File: src/rtl/div_top_1_pkg.sv
// Shared constants for the pipelined restoring divider.
//   DW_DEF : default dividend / quotient width
//   VW_DEF : default divisor / remainder width
package div_top_1_pkg;
  localparam int DW_DEF = 16;
  localparam int VW_DEF = 8;
endpackage

File: src/rtl/div_top_1_if.sv
// Operand / result bundle of the divider.
//   en, dividend, divisor                        : operand side (master drives)
//   quotient, remainder, div_zero, result_rdy    : result side (slave drives)
interface div_top_1_if
  import div_top_1_pkg::*;
#(
  parameter int DW = DW_DEF,
  parameter int VW = VW_DEF
);
  logic          en;
  logic [DW-1:0] dividend;
  logic [VW-1:0] divisor;
  logic [DW-1:0] quotient;
  logic [VW-1:0] remainder;
  logic          div_zero;
  logic          result_rdy;

  modport master (
    output en, dividend, divisor,
    input  quotient, remainder, div_zero, result_rdy
  );

  modport slave (
    input  en, dividend, divisor,
    output quotient, remainder, div_zero, result_rdy
  );
endinterface

File: src/rtl/div_cell_1.sv
// One restoring-division stage: resolves one quotient bit per clock.
//   clk, rst          : clock, synchronous active-high reset
//   src_vld/dst_vld   : stage valid in / out
//   src_rem/dst_rem   : partial remainder in / out
//   src_dq/dst_dq     : dividend bits still to consume (MSB side) with the
//                       quotient bits already resolved shifted in at the LSB
//   src_dsr/dst_dsr   : divisor, travels with the data
//   src_dz/dst_dz     : divide-by-zero flag, travels with the data
module div_cell_1
  import div_top_1_pkg::*;
#(
  parameter int DW = DW_DEF,
  parameter int VW = VW_DEF
) (
  input  logic          clk,
  input  logic          rst,
  input  logic          src_vld,
  input  logic [VW-1:0] src_rem,
  input  logic [DW-1:0] src_dq,
  input  logic [VW-1:0] src_dsr,
  input  logic          src_dz,
  output logic          dst_vld,
  output logic [VW-1:0] dst_rem,
  output logic [DW-1:0] dst_dq,
  output logic [VW-1:0] dst_dsr,
  output logic          dst_dz
);
  logic [VW:0]   trial;
  logic [VW-1:0] diff;
  logic          take;

  // Trial remainder is VW+1 bits wide so the compare is exact.
  assign trial = {src_rem, src_dq[DW-1]};
  assign take  = (trial >= {1'b0, src_dsr});
  // When take=1 the true difference is < divisor, so the VW-bit wrap-around
  // subtract gives the exact value. Only the low VW bits of the partial
  // remainder are ever consumed downstream, so VW bits are stored.
  assign diff  = trial[VW-1:0] - src_dsr;

  always_ff @(posedge clk) begin
    if (rst) begin
      dst_vld <= 1'b0;
      dst_rem <= '0;
      dst_dq  <= '0;
      dst_dsr <= '0;
      dst_dz  <= 1'b0;
    end else begin
      dst_vld <= src_vld;
      dst_rem <= take ? diff : trial[VW-1:0];
      // Dividend leaves at the MSB while the new quotient bit enters at the LSB;
      // after DW stages the register holds the full quotient.
      dst_dq  <= {src_dq[DW-2:0], take};
      dst_dsr <= src_dsr;
      dst_dz  <= src_dz;
    end
  end
endmodule

File: src/rtl/div_top_1.sv
// Pipelined unsigned restoring divider, one operation accepted per clock.
// Latency: operands sampled at edge N -> result_rdy and results at edge N+DW.
//   clk, rst  : clock, synchronous active-high reset
//   bus       : div_top_1_if slave (en/dividend/divisor in,
//               quotient/remainder/div_zero/result_rdy out)
module div_top_1
  import div_top_1_pkg::*;
#(
  parameter int DW = DW_DEF,
  parameter int VW = VW_DEF
) (
  input  logic    clk,
  input  logic    rst,
  div_top_1_if.slave bus
);
  logic [DW:0]          vld_pipe;
  logic [DW:0][VW-1:0]  rem_pipe;
  logic [DW:0][DW-1:0]  dq_pipe;
  logic [DW:0][VW-1:0]  dsr_pipe;
  logic [DW:0]          dz_pipe;
  logic [VW-1:0]        unused_dsr_tail;

  // Stage-0 feed straight from the operand port; zero detect happens here.
  assign vld_pipe[0] = bus.en;
  assign rem_pipe[0] = '0;
  assign dq_pipe[0]  = bus.dividend;
  assign dsr_pipe[0] = bus.divisor;
  assign dz_pipe[0]  = (bus.divisor == '0);

  // The divisor leaving the last stage has no consumer.
  assign unused_dsr_tail = dsr_pipe[DW];

  for (genvar k = 0; k < DW; k++) begin : g_stage
    div_cell_1 #(.DW(DW), .VW(VW)) u_cell (
      .clk     (clk),
      .rst     (rst),
      .src_vld (vld_pipe[k]),
      .src_rem (rem_pipe[k]),
      .src_dq  (dq_pipe[k]),
      .src_dsr (dsr_pipe[k]),
      .src_dz  (dz_pipe[k]),
      .dst_vld (vld_pipe[k+1]),
      .dst_rem (rem_pipe[k+1]),
      .dst_dq  (dq_pipe[k+1]),
      .dst_dsr (dsr_pipe[k+1]),
      .dst_dz  (dz_pipe[k+1])
    );
  end

  // Output registers hold the last result between strobes. With a zero
  // divisor every stage takes the subtract-zero path, so the remainder
  // already equals dividend[VW-1:0]; the quotient is forced to all ones.
  always_ff @(posedge clk) begin
    if (rst) begin
      bus.result_rdy <= 1'b0;
      bus.quotient   <= '0;
      bus.remainder  <= '0;
      bus.div_zero   <= 1'b0;
    end else begin
      bus.result_rdy <= vld_pipe[DW];
      if (vld_pipe[DW]) begin
        bus.quotient  <= dz_pipe[DW] ? {DW{1'b1}} : dq_pipe[DW];
        bus.remainder <= rem_pipe[DW];
        bus.div_zero  <= dz_pipe[DW];
      end
    end
  end
endmodule

File: src/flat_wrapper.sv
// flat-port wrapper written by rule: the top's interface ports become plain ports
module div_top_1_flat import div_top_1_pkg::*;
#(
  parameter int DW = DW_DEF,
  parameter int VW = VW_DEF
)
  (clk, rst, bus_en, bus_dividend, bus_divisor, bus_quotient, bus_remainder, bus_div_zero, bus_result_rdy);
  div_top_1_if #(.DW(DW), .VW(VW)) bus_i ();
  input  logic clk;
  input  logic rst;
  input wire logic [$bits(bus_i.en)-1:0] bus_en;
  input wire logic [$bits(bus_i.dividend)-1:0] bus_dividend;
  input wire logic [$bits(bus_i.divisor)-1:0] bus_divisor;
  output wire logic [$bits(bus_i.quotient)-1:0] bus_quotient;
  output wire logic [$bits(bus_i.remainder)-1:0] bus_remainder;
  output wire logic [$bits(bus_i.div_zero)-1:0] bus_div_zero;
  output wire logic [$bits(bus_i.result_rdy)-1:0] bus_result_rdy;
  assign bus_i.en = bus_en;
  assign bus_i.dividend = bus_dividend;
  assign bus_i.divisor = bus_divisor;
  assign bus_quotient = bus_i.quotient;
  assign bus_remainder = bus_i.remainder;
  assign bus_div_zero = bus_i.div_zero;
  assign bus_result_rdy = bus_i.result_rdy;
  div_top_1 #(.DW(DW), .VW(VW)) u_core (.clk(clk), .rst(rst), .bus(bus_i));
endmodule
File: config.mk
export PLATFORM = sky130hd
export DESIGN_NAME = div_top_1_flat
export DESIGN_NICKNAME = d
export VERILOG_FILES = /design/src/rtl/div_top_1_pkg.sv /design/src/rtl/div_top_1_if.sv /design/src/rtl/div_cell_1.sv /design/src/rtl/div_top_1.sv /design/src/flat_wrapper.sv
export SDC_FILE = /design/constraint.sdc
export NUM_CORES = 1
export LEC_CHECK = 0
export ABC_AREA = 1
export BUFFER_PORTS_ARGS = -buffer_cell sky130_fd_sc_hd__buf_2
export CORE_UTILIZATION = 49
export DETAILED_ROUTE_END_ITERATION = 12
export SYNTH_ARGS = -nofsm -noshare
export SYNTH_HDL_FRONTEND = slang
export SYNTH_SLANG_ARGS = --single-unit
File: constraint.sdc
create_clock -name clk -period 4.31 [get_ports clk]
set_input_delay 0.2155 -clock clk [delete_from_list [all_inputs] [get_ports clk]]
set_output_delay 0.2155 -clock clk [all_outputs]
set_load 0.1 [all_outputs]
==> reports/results.md <==
| Result | Reported | Unit |
|:---|:---|:---|
| Detailed-routing iteration count for the pre-antenna-repair pass | 5 | - |
| Antenna Cells | 0 | - |
| Net switching power | 6.431 | mW |
| Hold path cells | 4 | - |
| Share of the cycle needed by the critical path after routing | 54.33 | % |
| Clock root cell | sky130_fd_sc_hd__clkbuf_16 | - |
| Final WL | 46310 | µm |
| Initial DRC count | 1006 | - |
| Via total after detailed routing | 18430 | - |
| Endpoint class of the critical path | flip-flop | - |
| Flop-to-flop setup slack | 1.97 | ns |
| Worst setup path class | reg2reg | - |
| Critical path startpoint category | flip-flop | - |
| Tot Pwr | 17.55 | mW |
| Number of antenna violations at the first check in global routing | 0 | - |
| Global route overflow | 0 | - |
| Sink count of the clock tree | 562 | - |
| Critical path's largest stage delay | 0.85 | ns |
| Number of cells in the design after placement | 3885 | - |
| Post-layout instance area | 0.02676 | mm² |
| Worst Hold Path EP | u_core.g_stage[0].u_cell.dst_dq[6] | - |
| Synth Flop Type | sky130_fd_sc_hd__dfxtp_1 | - |
| Post-route minimum period | 2.342 | ns |
| Kind of path behind the tightest hold check | in2reg | - |
| Share of total power in sequential cells | 34.6 | % |
| Destination of the worst register-to-register timing path | u_core.bus.quotient[8] | - |
| Area grow syn2layout | 12.77 | % |
| Unique cell type count in the Yosys netlist | 34 | - |
| Yosys warnings | 0 | - |
| Master of the slowest instance on the critical path | sky130_fd_sc_hd__nor2_1 | - |
| LEAKAGE | 13.43 | nW |
| Total clock buffers created by CTS | 57 | - |
| Timing-limited maximum frequency | 427.1 | MHz |
| Maximum net fanout on the critical path | 26 | - |
| TritonCTS clock tree | built | - |
| Maximum resistive drop on vdd | 0.0003565 | V |
| Pin slew with the least headroom to its limit | 1.071 | ns |
| Vias per cell | 4.585 | - |
| Final-layout fill cell count | 4593 | - |
| Post-route non-filler standard cell count | 4019 | - |
| EDFF count, synth | 0 | - |
| Start point of the worst hold path | bus_dividend[5] | - |
| Setup repair after global routing missed its margin | no | - |
| Post-CTS setup-driven buffer insertion count | 0 | - |
| Gp weighted congestion | 0.8701 | - |
| Latest clock arrival within the worst-skew pair | 0.61 | ns |
| Starting Density | 49.70 | % |
| Via count of the first global-routing pass | 17660 | - |
| Setup-violating endpoint count in the final report | 0 | - |
| Critical path required time | 4.86 | ns |
| Length in cells of the worst reg-to-reg path | 4 | - |
| Number of pins exceeding their max-slew limit in the final report | 0 | - |
| Startpoint of the worst register-to-register path | u_core.g_stage[15].u_cell.dst_vld | - |
| Count of pins on the block boundary | 53 | - |
| Number of cell rows | 80 | - |
| Switching portion of total power | 36.65 | % |
| H-Tree Depth | 2 | - |
| DRC viols | 0 | - |
| Clock network fraction of total power | 29.3 | % |
| # nets final | 3521 | - |
| Cell Chain, Critical Path | clkinv_1, nor2_1, o21ai_0, nand2_1 | - |
| HPWL reported at the end of detailed placement | 32440 | µm |
| Internal power contribution | 11.12 | mW |
| Total of buffers placed on input and output ports | 52 | - |
| Result of the run | finished clean | - |
| Dpl cell area | 0.02446 | mm² |
| Die X-Extent | 222.1 | µm |
| Total negative slack for setup checks | 0 | ns |
| Placeable core area | 0.04775 | mm² |
| Final-report hold violation count | 0 | - |
| Post-DRT Antenna Nets | 0 | - |
| FF+latch count, synth | 562 | - |
| Post-Synthesis Mean Instance Area | 7.221 | µm² |
| Die Footprint | 0.04931 | mm² |
| Cell Pwr Density | 655.8 | mW/mm² |
| CP arrival | 2.90 | ns |
| Pin count of the biggest net entering global routing | 228 | - |
| All-layer global routing usage | 19.20 | % |
| Clock edge transition at the registers on the reported setup and hold paths | 0.06 | ns |
| Gate count after technology mapping | 3286 | - |
| Combined area of all synthesized cells | 0.02373 | mm² |
| Post-Route Utilization | 56.04 | % |
| Wirelength per Cell | 11.52 | µm |
| Vertical die dimension | 222.1 | µm |
| Remaining max-slew budget at the tightest pin | 28.58 | % |
| Wire length of the first global-routing pass | 79980 | µm |
| Post-synth net total | 3450 | - |
| Register area share after synthesis | 47.42 | % |
| Share of power burned in combinational logic | 36.1 | % |
| Worst-case clock skew | 0.009343 | ns |
| Number of violations of the max-capacitance limit | 0 | - |
| Buffer depth of the longest clock path | 3 | - |
| Post-synthesis async set-or-reset flop share | 0 | % |
| Fraction of layout cells with a size suffix above 1 | 5.523 | % |
-- kinds of logic (layout without fill, tap and decap cells) --
| group | count (synthesis) | after routing | share of synthesized area [%] |
|---|---|---|---|
| fa+ha+maj | 137 | 137 | 7.699 |
| compound gates | 101 | 101 | 2.188 |
| xor+xnor | 46 | 46 | 1.698 |
| buf+inv | 809 | 927 | 13.17 |
| simple gates | 1631 | 1631 | 27.83 |
| flops | 562 | 562 | 47.42 |
-- area by class of cell --
cell class	instances	area [µm²]	share of cell area, %
clock inverters	29	360.3	1.347
repair buffers	83	598.1	2.235
clock buffers	77	1653	6.177
well taps	615	769.5	2.876
inverters	738	2773	10.36
flip-flops and latches	562	11250	42.05
multi-input cells	1915	9353	34.95
-- state kept, by name (all words and copies together), names as in the netlist --
name,cells
u_core.bus.div_zero,1
u_core.bus.quotient,16
u_core.bus.remainder,8
u_core.bus.result_rdy,1
u_core.g_stage.u_cell.dst_dq,256
u_core.g_stage.u_cell.dst_dsr,120
u_core.g_stage.u_cell.dst_dz,16
u_core.g_stage.u_cell.dst_rem,128
u_core.g_stage.u_cell.dst_vld,16
-- power groups by stage --
stage / combinational, mW / clock (mW) / sequential [mW]
3_3_place_gp: 6.16 / 0 / 6.18
2_1_floorplan: 5.14 / 0 / 6.07
3_5_place_dp: 6.22 / 0 / 6.18
4_1_cts: 6.29 / 5.31 / 6.07
6_report: 6.33 / 5.15 / 6.07
5_1_grt: 7.40 / 5.50 / 6.13
-- worst max path at each step --
stage | start | to
4_1_cts | u_core.g_stage[15].u_cell.dst_vld | u_core.bus.quotient[8]
3_5_place_dp | u_core.g_stage[15].u_cell.dst_vld | u_core.bus.quotient[8]
5_1_grt | u_core.g_stage[15].u_cell.dst_vld | u_core.bus.quotient[8]
2_1_floorplan | u_core.g_stage[5].u_cell.dst_dq[15] | u_core.g_stage[6].u_cell.dst_rem[6]
6_report | u_core.g_stage[15].u_cell.dst_vld | u_core.bus.quotient[8]
3_3_place_gp | u_core.g_stage[15].u_cell.dst_vld | u_core.bus.quotient[9]
-- cell usage in the layout, fill, tap and decap left out, drive strengths merged, types with 28 or more instances in the layout --
cell         count
clkbuf          77
buf             55
nand2          660
ha             122
a21oi           67
dfxtp          562
dlygate4sd3     28
nor2           731
nand3          171
xor2            32
inv            738
-- Yosys cell counts (all sizes together) (22+ instances only) --
master | n | area (µm²)
nand2 | 660 | 2525
xor2 | 32 | 280.3
dfxtp | 562 | 11250
nand4 | 27 | 168.9
inv | 737 | 2766
nor2 | 731 | 2766
buf | 49 | 261.5
nand3b | 23 | 172.7
clkbuf | 22 | 92.59
a21oi | 67 | 335.3
o21ai | 27 | 135.1
nand3 | 171 | 855.8
ha | 122 | 1526
-- metrics by stage --
stage | hold slack, ns | worst slack (ns)
2_1_floorplan | 0.2919 | 2.679
4_1_cts | 0.3029 | 1.934
6_report | 0.3464 | 1.968
3_5_place_dp | 0.3921 | 1.964
5_1_grt | 0.3237 | 1.622
3_3_place_gp | 0.3889 | 2.133
-- worst max-delay path, delay by kind of cell, from the launching register on --
| family | cells | cell delay (ns) |
|---|---|---|
| buffers and inverters | 1 | 0.61 |
| DFF | 1 | 0.48 |
| AOI/OAI and AO/OA | 1 | 0.25 |
| and+or+nand+nor | 2 | 0.95 |
-- routing by layer --
layer	vias up	wire length, µm	track usage, %
met3	80	1889	2.862
met4	0	1157	6.788
met5	-	0	0
met1	8240	22330	25.18
li1	9791	-	-
met2	315	20940	32.09
-- what timing repair did --
item | in CTS | in global routing
hold buffers | 28 | 0
resized for setup | 0 | 0
endpoints found under the hold margin | 55 | 0
Note: power is estimated with default switching activity, not from simulation.
